--- src/rtl/zube_uart_tx_pkg.sv ---
// zube_uart_tx_pkg: serialiser state encoding and 8N1 frame constants shared by the zube UART blocks.
package zube_uart_tx_pkg;
   typedef enum logic [1:0] {
      S_IDLE  = 2'd0,
      S_START = 2'd1,
      S_DATA  = 2'd2,
      S_STOP  = 2'd3
   } state_t;
   localparam int DATA_BITS = 8;
endpackage

--- src/rtl/zube_fifo.sv ---
// zube_fifo: single-clock FIFO; ports clk/reset, push/din, pop/dout (head), full/empty, level (0..DEPTH).
module zube_fifo #(
   parameter int WIDTH = 8,
   parameter int DEPTH = 4
) (
   input  logic                     clk,
   input  logic                     reset,
   input  logic                     push,
   input  logic [WIDTH-1:0]         din,
   input  logic                     pop,
   output logic [WIDTH-1:0]         dout,
   output logic                     full,
   output logic                     empty,
   output logic [$clog2(DEPTH):0]   level
);
   localparam int AW = $clog2(DEPTH);
   logic [WIDTH-1:0] r_mem [DEPTH];
   logic [AW-1:0]    r_wr_ptr, r_rd_ptr;
   logic [AW:0]      r_level;
   logic             w_push, w_pop;
   // a push into a full FIFO is dropped even if a pop happens in the same cycle
   assign w_push = push && !full;
   assign w_pop  = pop && !empty;
   assign full   = r_level == (AW+1)'(DEPTH);
   assign empty  = r_level == '0;
   assign dout   = r_mem[r_rd_ptr];
   assign level  = r_level;
   always_ff @(posedge clk)
      if (w_push) r_mem[r_wr_ptr] <= din;
   always_ff @(posedge clk)
      if (reset) begin
         r_wr_ptr <= '0;
         r_rd_ptr <= '0;
         r_level  <= '0;
      end else begin
         if (w_push) r_wr_ptr <= r_wr_ptr + 1'b1;
         if (w_pop) r_rd_ptr <= r_rd_ptr + 1'b1;
         r_level <= r_level + (AW+1)'(w_push) - (AW+1)'(w_pop);
      end
endmodule

--- src/rtl/zube_uart_tx.sv ---
// zube_uart_tx: FIFO-buffered 8N1 UART transmitter; wr_valid/wr_data/wr_ready push bytes,
// clr_overflow/overflow manage the sticky drop flag, fifo_level/tx_busy report status, txd is the line.
module zube_uart_tx
   import zube_uart_tx_pkg::*;
#(
   parameter int CLKS_PER_BIT = 16,
   parameter int FIFO_DEPTH   = 4
) (
   input  logic                          clk,
   input  logic                          reset,
   input  logic                          wr_valid,
   input  logic [7:0]                    wr_data,
   output logic                          wr_ready,
   input  logic                          clr_overflow,
   output logic                          overflow,
   output logic [$clog2(FIFO_DEPTH):0]   fifo_level,
   output logic                          tx_busy,
   output logic                          txd
);
   localparam int BW = $clog2(CLKS_PER_BIT);
   state_t        r_state;
   logic [BW-1:0] r_baud;
   logic [2:0]    r_bit;
   logic [7:0]    r_shift;
   logic          r_txd, r_overflow;
   logic          w_full, w_empty, w_pop, w_bit_end;
   logic [7:0]    w_head;
   zube_fifo #(.WIDTH(8), .DEPTH(FIFO_DEPTH)) u_fifo (
      .clk   (clk),
      .reset (reset),
      .push  (wr_valid),
      .din   (wr_data),
      .pop   (w_pop),
      .dout  (w_head),
      .full  (w_full),
      .empty (w_empty),
      .level (fifo_level)
   );
   assign w_bit_end = r_baud == BW'(CLKS_PER_BIT - 1);
   // pop when idle, or on the last stop cycle so the next start bit follows with no gap
   assign w_pop = !w_empty && (r_state == S_IDLE || (r_state == S_STOP && w_bit_end));
   always_ff @(posedge clk)
      if (reset) begin
         r_state <= S_IDLE;
         r_baud  <= '0;
         r_bit   <= '0;
         r_shift <= '0;
         r_txd   <= 1'b1;
      end else if (w_pop) begin
         r_state <= S_START;
         r_shift <= w_head;
         r_baud  <= '0;
         r_bit   <= '0;
         r_txd   <= 1'b0;
      end else if (r_state != S_IDLE) begin
         r_baud <= w_bit_end ? '0 : r_baud + 1'b1;
         if (w_bit_end)
            case (r_state)
               S_START: begin
                  r_state <= S_DATA;
                  r_txd   <= r_shift[0];
                  r_shift <= r_shift >> 1;
               end
               S_DATA: begin
                  r_bit   <= r_bit + 1'b1;
                  r_state <= r_bit == 3'(DATA_BITS - 1) ? S_STOP : S_DATA;
                  r_txd   <= r_bit == 3'(DATA_BITS - 1) ? 1'b1 : r_shift[0];
                  r_shift <= r_shift >> 1;
               end
               default: r_state <= S_IDLE;
            endcase
      end
   // a drop in the same cycle as a clear leaves the flag set
   always_ff @(posedge clk)
      if (reset) r_overflow <= 1'b0;
      else if (wr_valid && w_full) r_overflow <= 1'b1;
      else if (clr_overflow) r_overflow <= 1'b0;
   assign txd      = r_txd;
   assign tx_busy  = r_state != S_IDLE;
   assign wr_ready = !w_full;
   assign overflow = r_overflow;
endmodule
--- config.mk ---
export PLATFORM = sky130hd
export DESIGN_NAME = zube_uart_tx
export DESIGN_NICKNAME = d
export VERILOG_FILES = /design/src/rtl/zube_uart_tx_pkg.sv /design/src/rtl/zube_fifo.sv /design/src/rtl/zube_uart_tx.sv
export SDC_FILE = /design/constraint.sdc
export NUM_CORES = 1
export LEC_CHECK = 0
export BUFFER_PORTS_ARGS = -buffer_cell sky130_fd_sc_hd__buf_2
export CAP_MARGIN = 30
export CORE_ASPECT_RATIO = 1.25
export CORE_MARGIN = 4
export CORE_UTILIZATION = 43
export DETAILED_ROUTE_END_ITERATION = 7
export SYNTH_ARGS = -nofsm -noshare
export SYNTH_HDL_FRONTEND = slang
export SYNTH_SLANG_ARGS = --single-unit
--- constraint.sdc ---
create_clock -name clk -period 7.2 [get_ports clk]
set_clock_uncertainty 0.05 [all_clocks]
set_input_delay 0.36 -clock clk [delete_from_list [all_inputs] [get_ports clk]]
set_output_delay 0.36 -clock clk [all_outputs]
set_load 0.03 [all_outputs]
==> summary.md <==
| Metric | Value |
|---|---|
| Status | `finished, final reports clean` |
| Lkg Pwr | `1.09 nW` |
| Post-synthesis cell type count | `39` |
| 1st-iter DRT viols | `102` |
| Utilization after layout | `0.499` |
| Critical path cell sequence | `inv_1 > ha_1 > a41o_1 > nand2_2 > inv_1 > ha_1 > inv_1 > ha_1 > inv_1 > fa_1 > xor2_1 > xnor2_1 > nor2_1` |
| Slowest cell on the critical path | `dfxtp_1` |
| Maxcap violations | `0` |
| Routed Wire Length | `about 4.4 mm` |
| Worst hold margin | `0.185 ns` |
| Syn Nets | `216` |
| Warnings from Yosys | `0` |
| Final setup viols | `0` |
| Largest net degree at the start of global routing | `23` |
| Antenna cells | `0` |
| CTS tree | `done` |
| # hold bufs at CTS | `0` |
| Slew Viols, Final | `0` |
| Clk Latency, worst-skew pair | `about 0.34 ns` |
| Final ANT Viol Nets | `0` |
| # IOs | `19` |
| Critical path arrival | `3.08 ns` |
| RR Endpoint | `u_fifo.level[2]` |
| Worst r2r path cells | `13` |
| Highest Clock Rate | `342 MHz` |
| Worst-Margin Slew | `~0.55 ns` |
| Cell Rows | `31` |
| Clock sinks | `60` |
| Clock root cell | `clkbuf_8` |
| Number of H-tree levels | `3` |
| Initial antenna violation count | `0` |
| Critical Path Start | `r_state[1]` |
| GR Util All Layers | `0.137` |
| Synthesized area per cell | `~13 um^2` |
| Synth Register Bits | `60` |
| Main flop type after synthesis | `edfxtp_1` |
| Setup Buffers After CTS | `0` |
| Total global routing overflow | `0` |
| Setup WS pre-CTS | `4.26 ns` |
| WL/cell | `15.4 um` |
| FF-to-FF setup slack | `about 4.3 ns` |
| Gate Count Post-Synth | `191` |
| Critical path startpoint category | `flop` |
| Max VDD drop | `0.000209 V` |
| Final period util | `0.406` |
| Die width | `77.0 um` |
| Die area | `7260 um^2` |
| Vias/cell | `5.31` |
| CTS Buf Count | `9` |
| CP required | `7.36 ns` |
| Crit Path Class | `reg -> reg` |
| Most frequent cell after synthesis | `edfxtp_1` |
| Fin Setup TNS | `0 ns` |
| I/O Buffers | `18` |
| Synthesized area | `between 2000 and 3000 um^2` |
| Bufs on Longest Clock Path | `2` |
| Gp weighted congestion | `0.742` |
| Crit end category | `flop` |
| Ys async rst share | `0` |
| Detail Placement HPWL | `just over 3 mm` |
| Post-synth EDFFs | `32` |
| RSZ-0062 raised after global routing | `no` |
| Resize count post-CTS | `0` |
| Post-layout nets | `237` |
| Share of the synthesized area in the top cell type | `0.375` |
| First-pass detailed-route iteration total | `4` |
| Area leader, netlist | `edfxtp_1` |
| Seq/Total Area, Yosys | `0.594` |
| Slew margin rel. | `0.634` |
| Hold Crit Class | `in -> reg` |
| Initial core utilization | `0.443` |
| Top cells by area, synth | `edfxtp_1 (38%), dfxtp_1 (22%), mux4_2 (7.0%), ha_1 (5.9%), a311oi_2 (3.5%)` |
| Area grow syn2layout | `12.8%` |
| Final hold vios | `0` |
| Vias in the first global route | `about 1.7k` |
| R2r startpoint | `r_state[1]` |
| Layout cells sized above 1 | `0.235` |
| CP Max Fanout | `19` |
| Crit path to | `u_fifo.level[2]` |
| Top cell by count, worst path | `inv_1` |
| Post-layout min period | `2.92 ns` |
| Via Count | `1504` |
| PD cells | `396 nW/um^2` |
| First-pass GRT wire length | `7.54 mm` |
| Final setup margin | `4.28 ns` |
| Die Span Y | `94.3 um` |
| Most frequent cells after synthesis | `edfxtp_1 (32), dfxtp_1 (28), nor2_1 (22)` |
| Post-route total power | `~1.1 mW` |
| Residual DRC | `0` |
| CTS clk-pin slew, worst paths | `0.06 ns` |
| Slowest stage delay, CP | `0.36 ns` |
| Core box area | `just under 6000 um^2` |
-- layer usage --
| metal | GRT usage | routed length (um) | up-vias | part of all wire |
|---|---|---|---|---|
| met5 | 0 | 0 | - | 0 |
| met4 | 0.0697 | 93 | 0 | 0.021 |
| met3 | 0.0441 | 153 | 9 | 0.035 |
| met2 | 0.255 | 2360 | 24 | 0.54 |
| met1 | 0.136 | 1760 | 737 | 0.40 |
| li1 | - | - | 734 | - |
-- area by class of cell --
class | count | area (um^2)
inverters | 10 | 37.5
fillers | 521 | 2890
clock inverters | 7 | 81.3
well taps | 66 | 82.6
clock buffers | 9 | 124
repair buffers | 18 | 90.1
flip-flops and latches | 60 | 1520
multi-input cells | 113 | 950
-- layout by cell type (no fill, tap or decap), types with 2 or more instances in the layout --
master	synthesis	layout
nor3_1	3	3
nor2b_1	2	2
clkinv_2	0	2
mux2i_1	2	2
nor2_1	22	22
bufinv_16	0	2
edfxtp_1	32	32
nand3_1	5	5
dfxtp_1	28	28
clkinv_1	0	3
and2_1	4	4
xnor2_1	4	4
a32oi_1	2	2
a311oi_2	6	6
clkbuf_8	0	9
a31oi_1	2	2
xor2_1	4	4
a21oi_1	4	4
inv_1	10	10
ha_1	12	12
buf_2	2	18
nand2_1	17	17
mux4_2	8	8
-- kinds of logic after synthesis --
kind of cell,Yosys count,synth area share
fa+ha+maj,13,0.0665
simple gates,58,0.104
xor+xnor,8,0.0274
mux,10,0.0782
buf+inv,18,0.0347
compound gates,24,0.0953
flops,60,0.594
-- worst max-delay path, delay by kind of cell, from the launching register on --
family                     cells  cell delay [ns]
and+or+nand+nor                2             0.37
buffers and inverters          4             0.33
DFF                            1             0.36
xor gates and xnor gates       2             0.31
adders and majority gates      4             1.09
AOI/OAI and AO/OA              1             0.27
-- worst min path at each step --
stage / startpoint / endpoint / slack [ns] / cells past startpoint
global placement: r_bit[2] / r_bit[2] / 0.40 / 2
finish: wr_data[6] / u_fifo.r_mem[3][6] / 0.19 / 1
floorplan: r_bit[1] / r_bit[1] / 0.39 / 2
detailed placement: r_bit[1] / r_bit[1] / 0.43 / 2
global route: wr_data[6] / u_fifo.r_mem[3][6] / 0.18 / 1
CTS: wr_data[2] / u_fifo.r_mem[0][2] / 0.17 / 1
-- state kept, by name, summed over array words and instances, names as in the netlist, named ones only --
name             cells
overflow             1
r_baud               4
r_bit                3
r_shift              8
r_state              2
txd                  1
u_fifo.level         3
u_fifo.r_mem        32
u_fifo.r_rd_ptr      2
u_fifo.r_wr_ptr      2
-- per-stage QoR --
stage	cells	cell area [um^2]
floorplan	191	2560
global placement	267	2680
detailed placement	267	2680
CTS	283	2890
global route	283	2890
finish	283	2890
-- where the power goes --
group	switching [mW]	internal (mW)
Sequential	0.0503	0.427
Clock	0.126	0.190
Combinational	0.202	0.148
Total	0.378	0.765
No activity file was read; power rests on OpenSTA's default activity.
